--- config.mk ---
export PLATFORM = sky130hd
export DESIGN_NAME = pwm_multi_ch
export DESIGN_NICKNAME = d
export VERILOG_FILES = /design/src/rtl/pwm_multi_ch.sv
export SDC_FILE = /design/constraint.sdc
export NUM_CORES = 1
export LEC_CHECK = 0
export CAP_MARGIN = 30
export CORE_UTILIZATION = 45
export CTS_BUF_LIST = sky130_fd_sc_hd__clkbuf_8
export DETAILED_ROUTE_END_ITERATION = 12
export DONT_BUFFER_PORTS = 1
export GPL_ROUTABILITY_DRIVEN = 0
export PLACE_DENSITY = 0.69
export SYNTH_ARGS = -nofsm -noshare
export SYNTH_HDL_FRONTEND = slang
export SYNTH_SLANG_ARGS = --single-unit
--- constraint.sdc ---
create_clock -name clk -period 1.8 [get_ports clk]
set_input_delay 0.18 -clock clk [delete_from_list [all_inputs] [get_ports clk]]
set_output_delay 0.18 -clock clk [all_outputs]
set_load 0.005 [all_outputs]
--- src/rtl/pwm_multi_ch.sv ---
// Multi-channel PWM generator: one shared period counter, per-channel button-adjusted duty,
// double-buffered so a new duty only takes effect at the period boundary.
module pwm_multi_ch #(
   parameter int unsigned WIDTH       = 4,
   parameter int unsigned CHANNELS    = 2,
   parameter int unsigned STEP        = 1,
   parameter int unsigned DUTY_RST    = 2 ** (WIDTH - 1),
   parameter int unsigned SYNC_STAGES = 2
) (
   input  logic                         clk,
   input  logic                         rst_n,
   input  logic [CHANNELS-1:0]          i_inc_duty,
   input  logic [CHANNELS-1:0]          i_dec_duty,
   input  logic                         i_stagger,
   output logic [CHANNELS-1:0]          o_pwm_out,
   output logic [CHANNELS*(WIDTH+1)-1:0] o_duty,
   output logic                         o_period_stb
);

   localparam int unsigned DW      = WIDTH + 1;
   localparam int unsigned AW      = WIDTH + 2;
   localparam int unsigned PERIOD  = 1 << WIDTH;
   localparam int unsigned PH_STEP = PERIOD / CHANNELS;
   localparam int unsigned FW      = $clog2(SYNC_STAGES + 2);

   localparam logic [WIDTH-1:0] CNT_MAX   = WIDTH'(PERIOD - 1);
   localparam logic [AW-1:0]    STEP_A    = AW'(STEP);
   localparam logic [AW-1:0]    DUTY_MAX  = AW'(PERIOD);
   localparam logic [DW-1:0]    DUTY_INIT = DW'(DUTY_RST);
   localparam logic [FW-1:0]    FILL_DONE = FW'(SYNC_STAGES + 1);

   logic [WIDTH-1:0]    r_cnt;
   logic                r_period_stb;
   logic                w_wrap;

   logic [CHANNELS-1:0] r_sync_inc [SYNC_STAGES];
   logic [CHANNELS-1:0] r_sync_dec [SYNC_STAGES];
   logic [CHANNELS-1:0] r_prev_inc;
   logic [CHANNELS-1:0] r_prev_dec;
   logic [FW-1:0]       r_fill;
   logic                w_armed;
   logic [CHANNELS-1:0] w_inc_press;
   logic [CHANNELS-1:0] w_dec_press;

   assign w_wrap       = (r_cnt == CNT_MAX);
   assign o_period_stb = r_period_stb;

   // Free-running period counter; strobe lands in the cycle where the counter reads 0
   always_ff @(posedge clk or negedge rst_n) begin
      if (!rst_n) begin
         r_cnt        <= '0;
         r_period_stb <= 1'b0;
      end else begin
         r_cnt        <= r_cnt + WIDTH'(1);
         r_period_stb <= w_wrap;
      end
   end

   // Button synchronisers and previous-value flops
   always_ff @(posedge clk or negedge rst_n) begin
      if (!rst_n) begin
         for (int s = 0; s < SYNC_STAGES; s++) begin
            r_sync_inc[s] <= '0;
            r_sync_dec[s] <= '0;
         end
         r_prev_inc <= '0;
         r_prev_dec <= '0;
         r_fill     <= '0;
      end else begin
         r_sync_inc[0] <= i_inc_duty;
         r_sync_dec[0] <= i_dec_duty;
         for (int s = 1; s < SYNC_STAGES; s++) begin
            r_sync_inc[s] <= r_sync_inc[s-1];
            r_sync_dec[s] <= r_sync_dec[s-1];
         end
         r_prev_inc <= r_sync_inc[SYNC_STAGES-1];
         r_prev_dec <= r_sync_dec[SYNC_STAGES-1];
         if (r_fill != FILL_DONE) begin
            r_fill <= r_fill + FW'(1);
         end
      end
   end

   // Edges are ignored until the chain has refilled, so a button held through reset is no press
   assign w_armed     = (r_fill == FILL_DONE);
   assign w_inc_press = {CHANNELS{w_armed}} & r_sync_inc[SYNC_STAGES-1] & ~r_prev_inc;
   assign w_dec_press = {CHANNELS{w_armed}} & r_sync_dec[SYNC_STAGES-1] & ~r_prev_dec;

   for (genvar k = 0; k < CHANNELS; k++) begin : g_ch
      logic [DW-1:0]    r_pend;
      logic [DW-1:0]    r_act;
      logic             r_pwm;
      logic [AW-1:0]    w_pend_ext;
      logic [AW-1:0]    w_inc_sum;
      logic [AW-1:0]    w_inc_val;
      logic [AW-1:0]    w_dec_val;
      logic [DW-1:0]    w_pend_nxt;
      logic [WIDTH-1:0] w_ph;

      // Saturating duty arithmetic with headroom bits so neither direction can wrap
      assign w_pend_ext = AW'(r_pend);
      assign w_inc_sum  = w_pend_ext + STEP_A;
      assign w_inc_val  = (w_inc_sum > DUTY_MAX) ? DUTY_MAX : w_inc_sum;
      assign w_dec_val  = (w_pend_ext < STEP_A) ? '0 : (w_pend_ext - STEP_A);

      always_comb begin
         w_pend_nxt = r_pend;
         if (w_inc_press[k] && !w_dec_press[k]) begin
            w_pend_nxt = DW'(w_inc_val);
         end else if (w_dec_press[k] && !w_inc_press[k]) begin
            w_pend_nxt = DW'(w_dec_val);
         end
      end

      assign w_ph = r_cnt + (i_stagger ? WIDTH'(k * PH_STEP) : '0);

      always_ff @(posedge clk or negedge rst_n) begin
         if (!rst_n) begin
            r_pend <= DUTY_INIT;
            r_act  <= DUTY_INIT;
            r_pwm  <= 1'b0;
         end else begin
            r_pend <= w_pend_nxt;
            if (w_wrap) begin
               r_act <= r_pend;
            end
            r_pwm <= ({1'b0, w_ph} < r_act);
         end
      end

      assign o_pwm_out[k]        = r_pwm;
      assign o_duty[k*DW +: DW]  = r_act;
   end

endmodule

# Word-level counts from Yosys, hierarchy flattened
# Cells that the tools add are included.
[word_totals]
word_cells = 56
register_bits = 41
output_inout_bits = 13
input_bits = 7
[op_classes]
addsub = 7
eq_ne = 3
bitwise_logic = 6
muxes = 9
n_reduce_logical = 10
magnitude_cmp = 6
[ops]
columns = ["op", "count"]
rows = [
  ["two-way mux 5 bit", 8],
  ["adder 5 x 1 -> 6 bit, second input constant", 2],
  ["greater-than comparator 6 x 5 -> 1 bit, second input constant", 2],
  ["less-than comparator 4 x 5 -> 1 bit", 2],
  ["less-than comparator 5 x 1 -> 1 bit, second input constant", 2],
  ["subtractor 5 x 1 -> 5 bit, second input constant", 2],
  ["AND 2 bit", 4],
  ["adder 4 x 1 -> 4 bit, second input constant", 1],
  ["adder 4 bit", 1],
  ["equality test 4 bit, second input constant", 1],
  ["logical AND 1 bit", 4],
  ["zero test 1 bit", 4],
  ["two-way mux 4 bit", 1],
  ["inverter 2 bit", 2],
  ["nonzero test 2 bit", 2],
  ["adder 2 x 1 -> 2 bit, second input constant", 1],
  ["equality test 2 bit, second input constant", 1],
  ["!= test 2 bit, second input constant", 1],
]

# Depth between registers and ports, before layout
# Gate-level depths: netlist (run 1).
[logic_depth]
ltp_word = 7
depth_mapped = 9
depth_no_buf = 8

# Worst setup path before layout (run 1)
# Ideal clock, no wire load.
[synth_timing]
path_kind = "register to register"
startpoint = "register r_fill[0]"
endpoint = "register g_ch[1].r_pend[2]"
required_ns = 1.669
t_arrival_ns = 1.788
path_buffers = 1
slack_ns = -0.120
setup_time_ns = 0.131
synth_period_minus_slack_ns = 1.920
path_stages_with_launch = 9
path_cell_list = "dfrtp_1 > ha_1 > nand2_1 > nor2_1 > ha_1 > buf_1 > o21ai_0 > o41ai_1 > or3_1"
[synth_via]
elab_chain_cells = 6
word_cells_on_any_way = 11
classes_between = "1 x eq/ne; 1 x mux; 4 x bitwise; 5 x reduce/logical"
[synth_lines]
columns = ["element", "line_no", "source"]
rows = [
  ["from (decl)", "40", "logic [FW-1:0] r_fill;"],
  ["from (signal assigned)", "79", "r_fill <= r_fill + FW'(1);"],
  ["equality test 2 bit *", "85", "assign w_armed = (r_fill == FILL_DONE);"],
  ["AND 2 bit, on equally long branches (2 in a row)", "87, 86", ""],
  ["zero test 1 bit, on equally long branches", "108, 110", ""],
  ["logical AND 1 bit, on equally long branches", "108, 110", ""],
  ["two-way mux 5 bit or nonzero test 2 bit (tied branches)", "--", ""],
  ["to (signal assigned)", "123", "r_pend <= w_pend_nxt;"],
  ["to (decl)", "90", "logic [DW-1:0] r_pend;"],
]
# Every way passes the cells marked *; elsewhere a longest branch is shown, timed or not.
# A chain may end at the register's enable or synchronous reset.

# Worst setup path after layout (run 1)
[layout_timing]
startpoint = "register g_ch[0].r_pend[1]"
endpoint = "register g_ch[0].r_pend[1]"
[layout_via]
elab_chain_cells = 4
word_cells_on_any_way = 8
classes_between = "2 x add/sub; 2 x order compare; 4 x mux"
[layout_lines]
columns = ["element", "line_no", "source"]
rows = [
  ["from (decl)", "90", ""],
  ["from (signal assigned)", "123", ""],
  ["adder 5 x 1 -> 6 bit, or another cell as far along", "102", "assign w_inc_sum = w_pend_ext + STEP_A;"],
  ["greater-than comparator 6 x 5 -> 1 bit or two-way mux 5 bit (tied branches)", "103, 104", ""],
  ["two-way mux 5 bit, on equally long branches", "103, 110", ""],
  ["two-way mux 5 bit *", "108", "if (w_inc_press[k] && !w_dec_press[k]) begin"],
]
# Every way passes the cells marked *; elsewhere a longest branch is shown, timed or not. The select of a mux whose other input is x is not followed.

==> impl_results.rst, run 1 <==
.. list-table::
   :header-rows: 1

   * - Metric
     - Value
   * - Final net count
     - about 270
   * - Clock skew
     - between 5 and 6 ps
   * - Startpoint types
     - flop
   * - Portion of synthesized cell area occupied by the leading cell type
     - 0.413
   * - Average vias per placed instance
     - between 5 and 6
   * - Share of flip-flops with an asynchronous set or reset after synthesis
     - 1.00
   * - First-pass DRT Iterations
     - 4
   * - Areal power density over the cells
     - 1500 nW/µm²
   * - Critical path type
     - reg2reg
   * - Count of input and output buffers
     - 0
   * - Fraction of layout instances using a drive strength above 1
     - 0.307
   * - Actual transition at the worst max-transition pin
     - approximately 400 ps
   * - Largest voltage drop on the vdd net
     - around 570 µV
   * - Clock latency reported for the late side of the worst-skew pair
     - 290 ps
   * - Global route total overflow
     - 0
   * - Hold Path Class
     - in2async
   * - Sequential standard cell area
     - roughly 1000 µm²
   * - Nets in the synthesized netlist
     - 245
   * - Buffer type at the clock tree root
     - clkbuf_8
   * - Global routing usage on met3
     - 0.0444
   * - Synthesized area per cell
     - 10.1 µm²
   * - Site Rows
     - 25
   * - Total half-perimeter wirelength after legalization and detailed placement
     - 2950 µm
   * - Count of maximum capacitance violations
     - 0
   * - Final Hold Violating Endpoints
     - 0
   * - Routed Antenna Nets
     - 0
   * - Number of global-route vias before repair
     - about 1,500
   * - EDFF count, synth
     - 0
   * - Cell area after synthesis
     - 2240 µm²
   * - Yosys warnings
     - 0
   * - Number of instances in the synthesized netlist
     - 222
   * - Count of pins on the block boundary
     - 20
   * - Status
     - finished clean
   * - Data arrival time at the worst-slack endpoint
     - slightly below 2000 ps
   * - Leakage power
     - 0.00125 µW
   * - Die Ht
     - 72.6 µm
   * - Place WS
     - -1.37 ps
   * - 1st-iter DRT viols
     - 121
   * - Fill cells
     - around 380
   * - Met2 routing resource usage after global routing
     - 0.275
   * - Number of antenna violations at the first check in global routing
     - 0
   * - Final Slew Violations
     - 0
   * - Slack of the critical path
     - 6.09 ps
   * - Busiest layer in global routing
     - met2
   * - Initial Utilization
     - 0.471
   * - Share of the yosys chip area belonging to registers
     - 0.460
   * - Vias after detailed routing
     - between 1,500 and 2,000
   * - Main synth FF type
     - dfrtp_1
   * - Sink count of the clock tree
     - 41
   * - Post-detailed-route DRC marker count
     - 0
   * - Highest fanout seen on the critical path
     - 6
   * - Netlist cell types
     - 55
   * - Switching portion of total power
     - 0.379
   * - Total global-route track usage
     - 0.172
   * - Multi-input combinational cell area
     - 1200 µm²
   * - Fraction of power consumed by the clock network
     - 0.186
   * - Clock buffer count from CTS
     - 5
   * - First-pass GRT wire length
     - 6840 µm
   * - Maximum number of pins on one net before global-route repair
     - between 40 and 50
   * - Sequential share of power
     - 0.367
   * - Final setup violation count
     - 0
   * - Type of destination of the critical path
     - flop
   * - Clock slew at reported path FFs
     - 80 ps
   * - Power dissipated by switching net loads
     - 1580 µW
   * - Most area-hungry cell type in the Yosys netlist
     - dfrtp_1
   * - Max-slew headroom
     - 0.734
   * - Area enclosed by the die boundary
     - 5270 µm²
   * - Flop and latch count out of synthesis
     - 41
   * - Setup repair after global routing missed its margin
     - true
   * - Inserted Diodes
     - 0
   * - DR WL/cell
     - 13.9 µm
   * - Final core utilization
     - 0.585
   * - Synth top area cells
     - dfrtp_1, ha_1, dfstp_2, mux2_2, o21ai_0
   * - Drt total wl
     - between 4000 and 5000 µm
   * - Part of the cycle the worst path needs
     - 0.997
   * - Horiz. Die Dim
     - 72.6 µm
   * - Internal power contribution
     - roughly 2600 µW
   * - Met1 usage
     - 0.226
   * - Final Critical Period
     - 1790 ps
   * - Area of the core region
     - 4750 µm²
   * - Clock Tree Buf Depth
     - 2
   * - Highest achievable clock rate
     - between 0.5 and 0.6 GHz
   * - Worst Path Required
     - 1980 ps
   * - Count leader, synth
     - dfrtp_1
   * - Logic pwr share
     - 0.447
   * - Cell types with the highest counts after synthesis
     - dfrtp_1, ha_1, nand2_1, nor2_1, o21ai_0
   * - Number of levels the H-tree was split into
     - 2
   * - Clock tree from TritonCTS
     - done
   * - Area growth from synthesis to layout
     - 24.1%
==> cell usage in the layout, fill, tap and decap left out, types with 4 or more instances in the layout <==
master / instances
nor3_1: 4
a21o_1: 5
o21ai_0: 14
dfstp_2: 4
mux2_2: 6
nand2_1: 15
dfrtp_1: 34
a21oi_1: 10
nand3_1: 8
buf_4: 28
inv_1: 14
nor2_1: 14
ha_4: 5
clkbuf_8: 6
dlygate4sd3_1: 5
ha_1: 10
==> logic make-up after synthesis <==
logic type               synth area share
AO/OA/AOI/OAI                       0.180
XOR/XNOR                           0.0195
adder cells (fa/ha/maj)            0.0893
buffers and inverters              0.0592
flip-flops                          0.460
multiplexers                       0.0396
AND/OR/NAND/NOR                     0.152
==> through the flow <==
stage / power (µW) / hold slack [ps] / TNS [ps] / instance area [µm²] / cells
floorplan: 2620 / -116 / 0 / 2260 / 222
global placement: 3030 / -114 / 0 / 2420 / 296
detailed placement: 3060 / -114 / -1.37 / 2420 / 296
CTS: 3910 / 342 / 0 / 2620 / 312
global route: 4480 / 351 / -91.4 / 2780 / 318
finish: 4170 / 338 / 0 / 2780 / 318
==> power groups by stage <==
stage	Clock, µW	Combinational, µW	Sequential [µW]
floorplan	0	1210	1400
global placement	0	1530	1500
detailed placement	0	1550	1510
CTS	792	1630	1490
global route	839	2060	1580
finish	776	1860	1530
==> critical path, stage by stage (launching register included) <==
cell and delay, ps:
dfrtp_2 480, ha_4 180, or3b_1 160, a21oi_2 60
o41ai_4 410, o22ai_2 110, mux2_4 270
==> final timing paths <==
path / slack (ps) / start / cells after the start / end
min reg2reg: 350 / r_sync_inc[3] / 0 / r_sync_inc[1]
max: 6 / g_ch[0].r_pend[1] / 6 / g_ch[0].r_pend[1]
max in group asynchronous: 1200 / rst_n / 2 / g_ch[0].r_pend[3]
min: 340 / rst_n / 2 / g_ch[0].r_pwm
max reg2reg: 6 / g_ch[0].r_pend[1] / 6 / g_ch[0].r_pend[1]
min in group clk: 340 / i_stagger / 4 / g_ch[1].r_pwm
==> what timing repair did <==
item,4_1_cts,5_1_grt
pin swaps,2,12
resized for setup,0,24
endpoints found under the setup margin,1,8
buffers inserted,2,6
hold buffers,6,0
hold endpoints to repair,45,0
==> registers in the layout, summed over array words and instances (netlist names) <==
register / cells
g_ch.r_pwm: 2
r_cnt: 4
r_fill: 2
r_prev_dec: 2
g_ch.r_pend: 10
r_sync_inc: 4
g_ch.r_act: 10
r_prev_inc: 2
r_sync_dec: 4
o_period_stb: 1
==> area by class of cell <==
cell class,instances,area share
Timing Repair Buffer,35,0.105
Clock buffer,6,0.0297
Inverter,14,0.0189
Clock inverter,2,0.0135
Tap cell,67,0.0301
Sequential cell,41,0.372
Multi-Input combinational cell,153,0.431
==> layer usage <==
layer | wire [µm] | part of all wire
met3 | 179 | 0.041
met4 | 59 | 0.013
met2 | 2160 | 0.49
met5 | 0 | 0
met1 | 2000 | 0.45
(Power assumes the default switching activity.)
==> run 2: changes to the inputs <==
--- a/config.mk
+++ b/config.mk
@@ -12,6 +12,7 @@
 export DONT_BUFFER_PORTS = 1
 export GPL_ROUTABILITY_DRIVEN = 0
 export PLACE_DENSITY = 0.69
+export RECOVER_POWER = 100
 export SYNTH_ARGS = -nofsm -noshare
 export SYNTH_HDL_FRONTEND = slang
 export SYNTH_SLANG_ARGS = --single-unit
==> impl_results.rst, run 2 (same netlist as run 1, synthesis figures left out) <==
.. list-table::
   :header-rows: 1

   * - Metric
     - Value
   * - Status
     - finished clean
   * - Final Hold Violating Endpoints
     - 0
   * - Clock slew at reported path FFs
     - 80 ps
   * - Cells traversed along the worst timing path
     - ha_4, or3b_1, a21oi_2, o41ai_4, o22ai_2, mux2_4
   * - Busiest layer in global routing
     - met2
   * - Critical path type
     - reg2reg
   * - Area of the core region
     - between 4000 and 5000 µm²
   * - Average vias per placed instance
     - 5.33
   * - Final Critical Period
     - 1790 ps
   * - Largest voltage drop on the vdd net
     - ~570 µV
   * - Final setup violation count
     - 0
   * - Leakage power
     - 0.00123 µW
   * - Worst path bufs/invs
     - 0
   * - Startpoint of the lowest-slack register-to-register path
     - g_ch[0].r_pend[1]
   * - Highest achievable clock rate
     - 0.559 GHz
   * - Final net count
     - 273
   * - Drt total wl
     - between 4000 and 5000 µm
   * - Critical Path Slowest Stage Cell
     - dfrtp_2
   * - Hold depth
     - 4
   * - Number of global-route vias before repair
     - 1,513
   * - Total non-filler cell area in the finished layout
     - approximately 2800 µm²
   * - Count of input and output buffers
     - 0
   * - Global route total overflow
     - 0
   * - Reg2Reg Capture Point
     - g_ch[0].r_pend[1]
   * - Initial Utilization
     - 0.471
   * - Final Slew Violations
     - 0
   * - Sequential standard cell area
     - 1030 µm²
   * - Hold slack final
     - 338 ps
   * - Vias after detailed routing
     - 1,696
   * - Highest-count cells in the layout ignoring fill and taps
     - dfrtp_1, buf_4, nand2_1
   * - Buffer type at the clock tree root
     - clkbuf_8
   * - Final total power
     - between 4000 and 5000 µW
   * - Worst Path Required
     - just under 2000 ps
   * - Clock buffer count from CTS
     - 5
   * - Peak per-stage delay on the critical path
     - 480 ps
   * - Data arrival time at the worst-slack endpoint
     - slightly below 2000 ps
   * - Number of antenna violations at the first check in global routing
     - 0
   * - Max-slew headroom
     - 0.342
   * - Site Rows
     - 25
   * - Maximum number of pins on one net before global-route repair
     - 42
   * - Part of the cycle the worst path needs
     - 0.994
   * - Number of levels the H-tree was split into
     - 2
   * - Type of destination of the critical path
     - flop
   * - Post-detailed-route DRC marker count
     - 0
   * - Sink count of the clock tree
     - 41
   * - Largest registers ranked by flip-flop count
     - g_ch.r_act (10), g_ch.r_pend (10)
   * - Summed negative setup slack over all endpoints
     - 0 ps
   * - Path length in cells of the critical path
     - 6
   * - Clock skew
     - 5.63 ps
   * - Count of pins on the block boundary
     - 20
   * - Highest fanout seen on the critical path
     - 6
   * - Commonest non-fill, non-tap cell in the layout
     - dfrtp_1
   * - Capturing element of the worst setup path
     - g_ch[0].r_pend[1]
   * - Areal power density over the cells
     - approximately 1500 nW/µm²
   * - Count of maximum capacitance violations
     - 0
   * - Inserted Diodes
     - 0
   * - First-pass GRT wire length
     - 6840 µm
   * - First-pass DRT Iterations
     - 4
   * - 1st-iter DRT viols
     - 116
   * - Fill cells
     - 385
   * - Post-Place Cell Area
     - 2420 µm²
   * - Met2 routing resource usage after global routing
     - 0.275
   * - Total global-route track usage
     - 0.172
   * - Multi-input combinational cell area
     - 1200 µm²
   * - Area growth from synthesis to layout
     - 23.1%
   * - Horiz. Die Dim
     - 72.6 µm
   * - Startpoint types
     - flop
   * - DR WL/cell
     - around 14 µm
   * - Total half-perimeter wirelength after legalization and detailed placement
     - 2950 µm
   * - Top cell family by delay on the critical path
     - compound AO/OA/AOI/OAI gates
   * - Met1 usage
     - 0.226
   * - Setup repair after global routing missed its margin
     - true
   * - Clock latency reported for the late side of the worst-skew pair
     - 290 ps
   * - Area enclosed by the die boundary
     - 5270 µm²
   * - Worst setup slack for register-to-register paths
     - 10 ps
   * - Startpoint of the worst setup timing path
     - g_ch[0].r_pend[1]
   * - Clock tree from TritonCTS
     - done
   * - Actual transition at the worst max-transition pin
     - between 900 and 1000 ps
   * - Routed Antenna Nets
     - 0
   * - Clock Tree Buf Depth
     - 2
   * - Hold Path Class
     - in2reg
   * - Die Ht
     - 72.6 µm
   * - Global routing usage on met3
     - 0.0444
   * - Fraction of layout instances using a drive strength above 1
     - 0.295
   * - R2R cell count
     - 6
run 2: changes by cell type in the layout (fill, tap and decap cells not counted):
cell / change
clkbuf_2: +1
clkbuf_1: +2
buf_12: -1
buf_4: -2
dfstp_2: -1
dfstp_1: +1
run 2: stage by stage:
stage	setup WS (ps)	utilization	instances
6_report	10.2	0.580	318
5_1_grt	-32.2	0.580	318
4_1_cts	1.67	0.552	312
3_5_place_dp	-1.37	0.508	296
3_3_place_gp	36.5	0.508	296
2_1_floorplan	11.0	-	222
run 2: how the worst min path moves through the flow:
stage | from | end | slack, ps
detailed placement | rst_n | g_ch[0].r_pwm | -110
finish | i_stagger | g_ch[1].r_pwm | 340
CTS | rst_n | g_ch[0].r_pwm | 340
floorplan | rst_n | g_ch[0].r_act[0] | -120
global route | r_sync_inc[3] | r_sync_inc[1] | 360
global placement | rst_n | g_ch[0].r_act[4] | -110
run 2: power by group:
part           leakage (µW)  switching, µW  total, µW  internal [µW]
clock network     0.0000574            325        776            451
registers          0.000478            332       1530           1200
logic              0.000699            925       1860            933
total               0.00123           1580       4160           2580
run 2: timing repair:
item,in CTS,in global routing
endpoints found under the hold margin,45,0
setup endpoints to repair,1,8
hold buffers,6,0
buffers inserted,2,6
gates resized for setup,0,24
pin swaps,2,12
run 2: layer usage:
metal | up-vias | share of wire
met5 | - | 0
met2 | 38 | 0.49
met4 | 0 | 0.013
met3 | 9 | 0.039
li1 | 836 | -
met1 | 813 | 0.46
run 2: worst min-delay path, cell delays in order:
cell	delay, ps
xor2_1	60
ha_1	180
a21oi_1	90
or2_2	100
run 2: cell type report:
| cell class | count | share of cell area |
|---|---|---|
| clock inverters | 2 | 0.0136 |
| flip-flops and latches | 41 | 0.375 |
| multi-input cells | 153 | 0.434 |
| repair buffers | 35 | 0.0975 |
| inverters | 14 | 0.0190 |
| clock buffers | 6 | 0.0299 |
| well taps | 67 | 0.0304 |
